### src/rtl/ssim_classify_ctrl.sv
// ssim_classify_ctrl
// Sequencer for the SSIM datapath of the digit classifier. A start advances
// the x image memory once, then sweeps every class template through the SSIM
// engine (clear, run, compare). It tracks the IEEE-754 maximum result and
// reports the winning class.
//
// Ports
//   clk, rst        clock (rising edge) and synchronous active-high reset
//   start           classification request, sampled only in IDLE
//   next_image      one-cycle pulse advancing the x image memories
//   ssim_clr        clear to the SSIM datapath
//   ssim_num        template index driven to the datapath
//   ssim_out        SSIM result (float32), qualified by ssim_valid
//   busy            high in every state except IDLE
//   done            one-cycle pulse at the end of a sweep
//   best_num        winning class, 4'hF when no class produced a usable result
//   best_ssim       SSIM of the winning class (-inf when none)
//   timeout_err     some class timed out during the last sweep
//
// Optional build macro SSIM_SCORE_LOG_EN adds a per-class score log:
//   score_rd_addr   read address (combinational read)
//   score_rd_data   captured score; 32'h7FC00000 for a timed-out class,
//                   0 for addresses >= NUM_CLASSES
//
// state  | meaning
// IDLE   | waiting for start, datapath held in clear
// NEXT   | advance x image memory
// CLR    | hold ssim_clr for CLR_CYCLES cycles
// RUN    | wait for ssim_valid or timeout
// CMP    | compare captured score against the running maximum
// ADV    | step to the next class or finish the sweep
// DONE   | pulse done
module ssim_classify_ctrl #(
  parameter int NUM_CLASSES    = 10,
  parameter int CLR_CYCLES     = 2,
  parameter int TIMEOUT_CYCLES = 4096,
  parameter int TIMEOUT_WIDTH  = 13
) (
  input  logic        clk,
  input  logic        rst,
  input  logic        start,
  output logic        next_image,
  output logic        ssim_clr,
  output logic [3:0]  ssim_num,
  input  logic [31:0] ssim_out,
  input  logic        ssim_valid,
  output logic        busy,
  output logic        done,
  output logic [3:0]  best_num,
  output logic [31:0] best_ssim,
  output logic        timeout_err
`ifdef SSIM_SCORE_LOG_EN
  ,
  input  logic [3:0]  score_rd_addr,
  output logic [31:0] score_rd_data
`endif
);

  localparam int CW = (CLR_CYCLES > 1) ? $clog2(CLR_CYCLES) : 1;
  localparam logic [31:0] NEG_INF = 32'hFF80_0000;
  localparam logic [31:0] QNAN    = 32'h7FC0_0000;
  localparam logic [3:0]  LAST    = 4'(NUM_CLASSES - 1);
  localparam logic [CW-1:0] CLR_LOAD = CW'(CLR_CYCLES - 1);
  localparam logic [TIMEOUT_WIDTH-1:0] TO_LAST = TIMEOUT_WIDTH'(TIMEOUT_CYCLES - 1);

  typedef enum logic [2:0] {
    S_IDLE, S_NEXT, S_CLR, S_RUN, S_CMP, S_ADV, S_DONE
  } state_t;

  state_t                   state, state_nxt;
  logic [CW-1:0]            clr_cnt;
  logic [TIMEOUT_WIDTH-1:0] to_cnt;
  logic [31:0]              captured;

  // Strict IEEE-754 a > b without FP IP. NaN on either side compares false,
  // and signed zeros are equal, so neither can displace the current best.
  function automatic logic fp_gt(input logic [31:0] a, input logic [31:0] b);
    logic a_nan, b_nan, both_zero;
    a_nan     = (a[30:23] == 8'hFF) && (a[22:0] != 23'd0);
    b_nan     = (b[30:23] == 8'hFF) && (b[22:0] != 23'd0);
    both_zero = (a[30:0] == 31'd0) && (b[30:0] == 31'd0);
    if (a_nan || b_nan || both_zero) return 1'b0;
    if (a[31] != b[31])              return !a[31];
    if (!a[31])                      return a > b;
    return a < b;
  endfunction

  always_comb begin
    state_nxt  = state;
    next_image = 1'b0;
    ssim_clr   = 1'b0;
    busy       = 1'b1;
    done       = 1'b0;
    case (state)
      S_IDLE: begin
        busy     = 1'b0;
        ssim_clr = 1'b1;
        if (start) state_nxt = S_NEXT;
      end
      S_NEXT: begin
        next_image = 1'b1;
        ssim_clr   = 1'b1;
        state_nxt  = S_CLR;
      end
      S_CLR: begin
        ssim_clr = 1'b1;
        if (clr_cnt == '0) state_nxt = S_RUN;
      end
      S_RUN: begin
        // valid takes priority over a coincident final timeout cycle
        if (ssim_valid)             state_nxt = S_CMP;
        else if (to_cnt == TO_LAST) state_nxt = S_ADV;
      end
      S_CMP:   state_nxt = S_ADV;
      S_ADV:   state_nxt = (ssim_num == LAST) ? S_DONE : S_CLR;
      S_DONE: begin
        done      = 1'b1;
        state_nxt = S_IDLE;
      end
      default: state_nxt = S_IDLE;
    endcase
  end

  always_ff @(posedge clk) begin
    if (rst) begin
      state       <= S_IDLE;
      ssim_num    <= 4'd0;
      clr_cnt     <= CLR_LOAD;
      to_cnt      <= '0;
      captured    <= 32'd0;
      best_num    <= 4'hF;
      best_ssim   <= NEG_INF;
      timeout_err <= 1'b0;
    end else begin
      state <= state_nxt;
      case (state)
        S_IDLE: begin
          if (start) begin
            ssim_num    <= 4'd0;
            best_num    <= 4'hF;
            best_ssim   <= NEG_INF;
            timeout_err <= 1'b0;
          end
        end
        S_NEXT: clr_cnt <= CLR_LOAD;
        S_CLR: begin
          clr_cnt <= clr_cnt - 1'b1;
          to_cnt  <= '0;
        end
        S_RUN: begin
          to_cnt <= to_cnt + 1'b1;
          if (ssim_valid)             captured    <= ssim_out;
          else if (to_cnt == TO_LAST) timeout_err <= 1'b1;
        end
        S_CMP: begin
          if (fp_gt(captured, best_ssim)) begin
            best_ssim <= captured;
            best_num  <= ssim_num;
          end
        end
        S_ADV: begin
          if (ssim_num != LAST) begin
            ssim_num <= ssim_num + 4'd1;
            clr_cnt  <= CLR_LOAD;
          end
        end
        default: ;
      endcase
    end
  end

`ifdef SSIM_SCORE_LOG_EN
  logic [31:0] score_log [NUM_CLASSES];

  always_ff @(posedge clk) begin
    if (rst || (state == S_IDLE && start)) begin
      for (int i = 0; i < NUM_CLASSES; i++) score_log[i] <= 32'd0;
    end else if (state == S_CMP) begin
      score_log[ssim_num] <= captured;
    end else if (state == S_RUN && !ssim_valid && to_cnt == TO_LAST) begin
      score_log[ssim_num] <= QNAN;
    end
  end

  always_comb begin
    score_rd_data = 32'd0;
    if (score_rd_addr < 4'(NUM_CLASSES)) score_rd_data = score_log[score_rd_addr];
  end
`endif

endmodule
### config.mk
export PLATFORM = sky130hd
export DESIGN_NAME = ssim_classify_ctrl
export DESIGN_NICKNAME = d
export VERILOG_FILES = /design/src/rtl/ssim_classify_ctrl.sv
export SDC_FILE = /design/constraint.sdc
export NUM_CORES = 1
export LEC_CHECK = 0
export BUFFER_PORTS_ARGS = -buffer_cell sky130_fd_sc_hd__buf_2
export CAP_MARGIN = 20
export CORE_ASPECT_RATIO = 2
export CORE_UTILIZATION = 56
export CTS_CLUSTER_DIAMETER = 50
export DETAILED_ROUTE_END_ITERATION = 8
export PLACE_DENSITY = 0.8
export SLEW_MARGIN = 20
export SYNTH_ARGS = -nofsm -noshare
export SYNTH_HDL_FRONTEND = slang
export SYNTH_SLANG_ARGS = --single-unit
### constraint.sdc
create_clock -name clk -period 3.7 [get_ports clk]
set_input_delay 0.74 -clock clk [delete_from_list [all_inputs] [get_ports clk]]
set_output_delay 0.74 -clock clk [all_outputs]
set_load 0.02 [all_outputs]
After elaboration in Yosys (flattened, before gate mapping). Index checks and enable logic that the tools add are counted.

Flip-flop bits (word level): 90. Word-level logic and storage cells: 101.

Add/subtract/negate cells: 3. Muxes and demuxes: 46. $lt $le $gt $ge: 2. Reduce and logical (&&, ||, !) cells: 23. Eq/ne operators: 19.

Operators with widths (count): 32-bit two-way mux (2); 32-bit one-hot mux with 2 select lines (1); 31-bit logical NOT (2); 23-bit nonzero test (2); 32-bit > comparator (1); 32-bit less-than comparator (1); 1-bit two-way mux (28); 13-bit one-hot mux with 2 select lines (1); 3-bit one-hot mux with 6 select lines (1); 8-bit == test (second input constant) (2); 4-bit two-way mux (4); 4-bit one-hot mux with 2 select lines (2); 3-bit two-way mux (5); 13-bit by 1-bit adder with 13-bit output (second input constant) (1); 13-bit by 12-bit == test with 1-bit output (second input constant) (1); 2-bit inequality test (second input constant) (6); 3-bit == test (second input constant) (3); 3-bit AND reduction (3); 2-bit nonzero test (4); 3-bit by 2-bit == test with 1-bit output (second input constant) (2); 4-bit by 1-bit adder with 4-bit output (second input constant) (1); 4-bit == test (second input constant) (1); 4-bit inequality test (second input constant) (1); 2-bit AND reduction (2); other kinds (13) (16).

Logic depth before layout (Yosys ltp). Gate-level depths: netlist of the first run.

Depth in word-level cells: 21. Gate-level depth with buffers: 10. Mapped depth without buffers: 9.

Worst setup path after synthesis of the first run. Ideal clock, no wire load.

Path kind: register to register. Start point: register best_ssim[31]. End point: register best_ssim[15]. Path buffers: 1. Period minus slack after synthesis: 2.847 ns. Path slack: 0.853 ns. Data required time: 3.583 ns. Cell stages (with the launch flop): 11. Data arrival time: 2.730 ns. Cells stage by stage: dfxtp_1 > inv_1 > ha_1 > nand4_1 > or4_4 > o41a_1 > nand2_1 > nor3_1 > mux2_4 > buf_6 > a32o_1.

Cells in the longest elaborated chain, start to end: 11. Elaborated cells on any way between the ends: 16. Classes of those cells: order compare (2); eq/ne (2); mux (11); reduce/logical (1).

RTL lines: start: declaration (line 50) `output logic [31:0] best_ssim,`; start signal: assignment (line 157) `best_ssim <= captured;`; branches (longest 5 deep; another with 32-bit > comparator); 1-bit two-way mux (*) (line 84) `if (!a[31]) return a > b;`; 1-bit two-way mux (*) (line 83) `if (a[31] != b[31]) return !a[31];`; 1-bit two-way mux (*) (line 136) `case (state)`; 1-bit two-way mux (*) (line 125) `if (rst) begin`; 2-bit inequality test (no line) (*); 3-bit AND reduction (no line) (*).

Every way passes the cells marked *. The select of a mux whose other input is x is not followed. A chain may end at the register's enable or synchronous reset.

Worst setup path after layout of the first run.
Start point: register best_ssim[27]. End point: register best_ssim[28].

Cells in the longest elaborated chain, start to end: 12. Elaborated cells on any way between the ends: 19. Classes of those cells: order compare (2); eq/ne (2); mux (9); reduce/logical (6).

RTL lines (line): branches (longest 7 deep; another with 32-bit > comparator); 1-bit two-way mux (*) (83); 1-bit two-way mux (*) (136); 1-bit two-way mux (*) (125); 2-bit inequality test (no line) (*); 3-bit AND reduction (no line) (*).

Marks and branches as above.

==> parameters.txt, run 1 <==
Parameter                              Value

Global route
  Global-route wire length before repair ... slightly below 20,000 µm
  Congestion Overflow GR ... 0
  Maximum number of pins on one net before global-route repair ... 50
  Via count of the first global-routing pass ... roughly 4,300
  Antenna violations before repair ... 0
  GR Util All Layers ... 0.301

Power
  Clock group share of total power ... 0.486
  VDD IR-drop max ... approximately 0.36 mV
  Power spent charging and discharging nets ... ~0.47 mW
  Combinational cell fraction of total power ... 0.056
  Fraction of power spent switching nets ... 0.220
  Leakage power of the design ... 2.22 nW
  Sequential fraction of design power ... 0.458
  Power per unit of standard cell area ... around 400 nW/µm²
  Cell-internal power ... between 1.5 and 2 mW

Critical path
  Startpoint kind of the worst setup timing path ... flop
  Setup slack of the worst register-to-register path ... a little under 0.6 ns
  Largest stage delay on the critical path ... approximately 0.56 ns
  WP data arrival ... 3.32 ns
  Type of element capturing the critical path ... flop
  Crit path cell chain ... inv_1, ha_1, nand4_1, or4_4, o41a_1, nor3b_1, mux2i_4, buf_12, a32oi_1
  Highest net fanout along the worst path ... 23
  Category of the critical setup timing path ... reg -> reg
  Slowest cell on crit path ... sky130_fd_sc_hd__or4_4
  Critical path data required time ... about 4 ns

Logic synthesis
  Share of the yosys chip area belonging to registers ... 0.396
  Primary FF master, synth ... sky130_fd_sc_hd__dfxtp_1
  Unique cell type count in the Yosys netlist ... between 40 and 50
  Fraction of the mapped netlist area in compound gates ... 0.196
  Proportion of synthesized area in mux cells ... 0.0176
  Summed instance area of the synthesized netlist ... between 4000 and 5000 µm²
  Number of enable-type register cells in the synthesized netlist ... 0
  Post-synthesis share of cell area spent on full adders, half adders and majority gates ... 0.0963
  Yosys warning count ... 0
  Combinational family with the most area after synthesis ... simple AND/OR/NAND/NOR gates
  Leading cell types by total area after synthesis ... sky130_fd_sc_hd__dfxtp_1 (40%), sky130_fd_sc_hd__ha_1 (9.6%), sky130_fd_sc_hd__nand2_1 (7.5%), sky130_fd_sc_hd__a21oi_1 (6.3%), sky130_fd_sc_hd__a32o_1 (5.1%)
  Synth top area share ... 0.396
  Mean instance size in the synthesized netlist ... between 8 and 9 µm²
  Xor-xnor portion of the synthesized cell area ... 0.00963
  Post-synthesis cell type with the largest combined area ... sky130_fd_sc_hd__dfxtp_1
  Number of instances in the synthesized netlist ... 546
  Post-Syn Nets ... about 620
  Ys async rst share ... 0
  Number of synthesized register bits ... 90
  Post-synthesis share of cell area spent on and, or, nand and nor gates ... 0.209

Drt
  Via/cell ratio ... between 6 and 7
  Average wire length per cell after detail routing ... 16.8 µm
  Drt first-iter violations ... roughly 220
  Final wirelength ... around 12,000 µm
  Total number of vias ... 4,318
  Post-route antenna net violation count ... 0
  # DRC ... 0
  Total iterations of the first detailed-routing run ... 5

Placement
  # port buffers ... 80
  Placed inst area ... roughly 5000 µm²
  DP Worst Slack ... between 0.6 and 0.7 ns
  Gp weighted congestion ... about 0.87
  Half-perimeter wire length after placement ... around 8500 µm

Final layout
  Fin util ... 0.676
  Share of cells above drive strength 1 ... 0.184
  Layout overhead on the synthesized area ... 17.2%
  Most frequent standard cell in the layout excluding fill and tap cells ... sky130_fd_sc_hd__nand2_1
  NumNets Final ... 686
  Layout Cell Area excl Fill ... 5330 µm²
  Commonest cells after routing, fill and taps aside ... sky130_fd_sc_hd__nand2_1 (91), sky130_fd_sc_hd__dfxtp_1 (90), sky130_fd_sc_hd__buf_2 (80)
  Antenna diodes ... 0

STA
  Slack of the critical path ... 0.588 ns
  Transition time at the pin with the least slew margin ... roughly 0.62 ns
  Timing-limited maximum frequency ... 321 MHz
  Setup TNS ... 0 ns
  Worst max-slew margin expressed relative to the limit ... 0.584
  Max Slew Vio Count ... 0
  Final Hold Violating Endpoints ... 0
  Setup clock skew after layout ... approximately 0.0071 ns
  Minimum clock period after layout ... around 3.1 ns
  Final worst hold slack ... 0.461 ns
  Endpoints failing setup ... 0
  Unrepaired setup endpoints after global routing ... false
  Final period util ... 0.841

Clock tree
  Cells resized by post-CTS repair ... 0
  TritonCTS Buffers ... 9
  Buffers inserted during post-CTS setup optimization ... 0
  Total of hold buffers inserted after clock tree synthesis ... 0
  Bufs on Longest Clock Path ... 2
  Worst-path clk slew ... 0.06 ns
  Clock latency on the worst-skew pair ... roughly 0.35 ns
  Number of sinks on the clock net ... 90
  CTS Root Cell ... sky130_fd_sc_hd__clkbuf_16
  H-tree depth reported by CTS ... 3
  TritonCTS clock tree ... built

Die
  Die outline height ... ~130 µm
  Total die area ... 8510 µm²
  Total core area ... approximately 8000 µm²
  Ports ... roughly 80
  Effective utilization at floorplan ... 0.577
  Std-Cell Rows ... 46
  Horizontal extent of the die ... 65.7 µm

Run status
  Outcome ... finished clean

Hold path
  Hold/Removal Path Class ... reg -> reg

Run
  Number of max-cap violations ... 0
per-layer routing:
metal / routed length, µm / up-vias / part of all wire / track usage
li1: - / 2092 / - / -
met1: 4340 / 2062 / 0.36 / 0.299
met2: 6520 / 121 / 0.54 / 0.546
met3: 528 / 43 / 0.044 / 0.0660
met4: 618 / 0 / 0.051 / 0.188
met5: 0 / - / 0 / 0
cells by family (layout without fill, tap and decap cells):
kind of cell             Yosys count  in the layout
AO/OA/AOI/OAI                    128            128
XOR/XNOR                           5              5
adder cells (fa/ha/maj)           35             35
buffers and inverters             80            154
flip-flops                        90             90
multiplexers                       6              6
AND/OR/NAND/NOR                  202            202
power by group through the flow:
stage / logic [mW] / registers, mW / clock network [mW]
2_1_floorplan: 0.0789 / 1.00 / 0
3_3_place_gp: 0.116 / 1.01 / 0
3_5_place_dp: 0.120 / 1.01 / 0
4_1_cts: 0.120 / 0.985 / 1.06
5_1_grt: 0.133 / 0.986 / 1.10
6_report: 0.121 / 0.985 / 1.05
critical path, delay by kind of cell, from the launching register on:
family	cells	cell delay (ns)
and+or+nand+nor	3	0.92
AOI/OAI and AO/OA	2	0.59
muxes	1	0.43
DFF	1	0.38
adders and majority gates	1	0.33
buffers and inverters	2	0.32
layout make-up:
class                   instances  area [µm²]
flip-flops and latches         90        1800
multi-input cells             376        2410
inverters                      51         191
clock buffers                  10         229
clock inverters                 6         115
repair buffers                 87         465
fillers                       648        2550
well taps                      96         120
synthesized netlist by cell type (8+ instances only):
| cell | number |
|---|---|
| sky130_fd_sc_hd__a21oi_1 | 57 |
| sky130_fd_sc_hd__a32o_1 | 23 |
| sky130_fd_sc_hd__a32oi_1 | 8 |
| sky130_fd_sc_hd__clkbuf_1 | 23 |
| sky130_fd_sc_hd__dfxtp_1 | 90 |
| sky130_fd_sc_hd__ha_1 | 35 |
| sky130_fd_sc_hd__inv_1 | 51 |
| sky130_fd_sc_hd__nand2_1 | 91 |
| sky130_fd_sc_hd__nand3_1 | 15 |
| sky130_fd_sc_hd__nand4_1 | 14 |
| sky130_fd_sc_hd__nor2_1 | 37 |
| sky130_fd_sc_hd__nor3_1 | 8 |
| sky130_fd_sc_hd__nor4_1 | 16 |
| sky130_fd_sc_hd__o21ai_0 | 9 |
sequential cells by signal, indices dropped and copies added (netlist names):
signal and cells:
state 3, best_num 4, ssim_num 4, clr_cnt 1, to_cnt 13, best_ssim 32, captured 32, timeout_err 1
per-stage QoR:
| stage | instances | power, mW |
|---|---|---|
| final | 716 | 2.15 |
| after global routing | 716 | 2.22 |
| after CTS | 716 | 2.16 |
| after detailed placement | 700 | 1.13 |
| after global placement | 700 | 1.12 |
| after floorplan | 546 | 1.08 |
path summary, 6_finish.rpt:
check | from | to | cells past startpoint
max | best_ssim[27]$_SDFFE_PP1P_ | best_ssim[28]$_SDFFE_PP1P_ | 9
min | to_cnt[7]$_SDFFE_PP0P_ | to_cnt[7]$_SDFFE_PP0P_ | 2
max reg2reg | best_ssim[27]$_SDFFE_PP1P_ | best_ssim[28]$_SDFFE_PP1P_ | 9
min reg2reg | to_cnt[7]$_SDFFE_PP0P_ | to_cnt[7]$_SDFFE_PP0P_ | 2
Note: power is estimated with default switching activity, not from simulation.
==> inputs of run 2 (changes only) <==
==> constraint.sdc (replaced) <==
create_clock -name clk -period 3.15 [get_ports clk]
set_input_delay 0.63 -clock clk [delete_from_list [all_inputs] [get_ports clk]]
set_output_delay 0.63 -clock clk [all_outputs]
set_load 0.02 [all_outputs]
==> run 2 against run 1 <==
Effect of this change: design area decreased by 0.21%; first-iteration DRC count rose by 82%; clock-buffer cell count down 1; fmax grew 4.9%; total power increased by 12%; setup slack worse by 0.41 ns; register-to-register slack worse by 0.41 ns; clock power rose by 6%; core utilization fell by 0.14 points; combinational power grew 18%; largest power group is now sequential cells.
==> parameters.txt, run 2 (synthesis results as in run 1) <==
Parameter                              Value

Run status
  Outcome ... finished clean

Critical path
  Type of element capturing the critical path ... flop
  Highest net fanout along the worst path ... 35
  Critical path data required time ... between 3 and 4 ns
  WP data arrival ... around 3.2 ns
  Startpoint kind of the worst setup timing path ... flop
  Category of the critical setup timing path ... reg -> reg

STA
  Slack of the critical path ... between 0.15 and 0.2 ns
  Worst max-slew margin expressed relative to the limit ... 0.601
  Setup TNS ... 0 ns
  Final Hold Violating Endpoints ... 0
  Timing-limited maximum frequency ... 337 MHz
  Setup clock skew after layout ... roughly 0.0098 ns
  Endpoints failing setup ... 0
  Minimum clock period after layout ... between 2 and 3 ns
  Unrepaired setup endpoints after global routing ... false
  Max Slew Vio Count ... 0
  Transition time at the pin with the least slew margin ... between 0.5 and 0.6 ns
  Final period util ... 0.942

Final layout
  Filler-free cell count of the finished design ... approximately 700
  Most frequent standard cell in the layout excluding fill and tap cells ... sky130_fd_sc_hd__nand2_1
  Sequential cell area ... around 1800 µm²
  Share of cells above drive strength 1 ... 0.192
  Commonest cells after routing, fill and taps aside ... sky130_fd_sc_hd__nand2_1 (91), sky130_fd_sc_hd__dfxtp_1 (90), sky130_fd_sc_hd__buf_2 (80)
  Multi-input gate area in the final layout ... roughly 2400 µm²
  Top Registers ... best_ssim x32, captured x32, to_cnt x13
  Layout fillers ... ~670
  NumNets Final ... around 690
  Layout overhead on the synthesized area ... 17.0%
  Antenna diodes ... 0

Global route
  Congestion Overflow GR ... 0
  Global-route wire length before repair ... roughly 19,000 µm
  Maximum number of pins on one net before global-route repair ... 50
  GR Util All Layers ... 0.292
  Antenna violations before repair ... 0
  Via count of the first global-routing pass ... 4,167

Power
  Clock group share of total power ... 0.460
  Power per unit of standard cell area ... approximately 450 nW/µm²
  VDD IR-drop max ... 0.389 mV
  Combinational cell fraction of total power ... 0.059
  Fraction of power spent switching nets ... 0.242
  Sequential fraction of design power ... 0.480
  Power spent charging and discharging nets ... between 0.5 and 0.6 mW
  Cell-internal power ... around 1.8 mW
  Leakage power of the design ... roughly 2.2 nW

Clock tree
  Buffers inserted during post-CTS setup optimization ... 0
  Cells resized by post-CTS repair ... 0
  H-tree depth reported by CTS ... 3
  Worst-path clk slew ... ~0.07 ns
  Bufs on Longest Clock Path ... 2
  Clock latency on the worst-skew pair ... between 0.3 and 0.4 ns
  TritonCTS clock tree ... built
  Total of hold buffers inserted after clock tree synthesis ... 0
  CTS Root Cell ... sky130_fd_sc_hd__clkbuf_16
  TritonCTS Buffers ... 9
  Number of sinks on the clock net ... 90

Die
  Total core area ... 7890 µm²
  Total die area ... between 8000 and 9000 µm²
  Die outline height ... between 100 and 150 µm
  Ports ... between 80 and 90
  Effective utilization at floorplan ... 0.577
  Std-Cell Rows ... 46
  Horizontal extent of the die ... 65.7 µm

Drt
  Post-route antenna net violation count ... 0
  Final wirelength ... between 10,000 and 15,000 µm
  # DRC ... 0
  Total iterations of the first detailed-routing run ... 4
  Drt first-iter violations ... between 300 and 400
  Average wire length per cell after detail routing ... 16.4 µm
  Via/cell ratio ... 5.94
  Total number of vias ... roughly 4,300

Placement
  # port buffers ... 80
  Gp weighted congestion ... 0.871
  Placed cell count ... ~700
  DP Worst Slack ... between 0.2 and 0.25 ns
  Half-perimeter wire length after placement ... between 8000 and 9000 µm

Run
  Number of max-cap violations ... 0

Hold path
  Hold/Removal Path Class ... reg -> reg
[run 2: cell type report]
cell class / instances / area share
timing repair buffer: 92 / 0.0922
inverter: 51 / 0.0360
multi-input combinational: 376 / 0.453
tap: 96 / 0.0226
sequential: 90 / 0.339
clock inverter: 7 / 0.0155
clock buffer: 9 / 0.0423
[run 2: power by group through the flow]
stage	Clock [mW]	Combinational, mW	Sequential [mW]
2_1_floorplan	0	0.0927	1.18
3_3_place_gp	0	0.138	1.18
3_5_place_dp	0	0.142	1.18
4_1_cts	1.13	0.142	1.16
5_1_grt	1.17	0.157	1.16
6_report	1.11	0.143	1.16
[run 2: routing by layer]
metal / vias up / GRT usage / share of wire
met5: - / 0 / 0
met1: 2042 / 0.286 / 0.35
li1: 2100 / - / -
met2: 100 / 0.544 / 0.57
met4: 0 / 0.160 / 0.041
met3: 42 / 0.0634 / 0.043
[run 2: per-stage QoR]
| step | hold WS (ns) | cell area [µm²] | util | total power, mW |
|---|---|---|---|---|
| after floorplan | 0.436 | 4550 | - | 1.27 |
| after detailed placement | 0.465 | 5010 | 0.636 | 1.32 |
| final | 0.467 | 5320 | 0.675 | 2.41 |
| after global placement | 0.446 | 5010 | 0.636 | 1.32 |
| after CTS | 0.473 | 5320 | 0.675 | 2.43 |
| after global routing | 0.485 | 5320 | 0.675 | 2.48 |
[run 2: path summary, 6_finish.rpt]
path / from / to / slack [ns] / cells past startpoint
max: best_ssim[27]$_SDFFE_PP1P_ / best_ssim[17]$_SDFFE_PP0P_ / 0.18 / 9
min: to_cnt[7]$_SDFFE_PP0P_ / to_cnt[7]$_SDFFE_PP0P_ / 0.47 / 2
max reg2reg: best_ssim[27]$_SDFFE_PP1P_ / best_ssim[17]$_SDFFE_PP0P_ / 0.18 / 9
min reg2reg: to_cnt[7]$_SDFFE_PP0P_ / to_cnt[7]$_SDFFE_PP0P_ / 0.47 / 2
[run 2: worst max-delay path: stages, from the launching register on]
cell and delay, ns:
sky130_fd_sc_hd__dfxtp_1 0.38, sky130_fd_sc_hd__inv_1 0.08, sky130_fd_sc_hd__ha_1 0.32, sky130_fd_sc_hd__nand4_1 0.17, sky130_fd_sc_hd__or4_4 0.56, sky130_fd_sc_hd__o41a_1 0.46
sky130_fd_sc_hd__nand2_1 0.09, sky130_fd_sc_hd__nor3_1 0.05, sky130_fd_sc_hd__mux2_4 0.46, sky130_fd_sc_hd__a32o_1 0.28
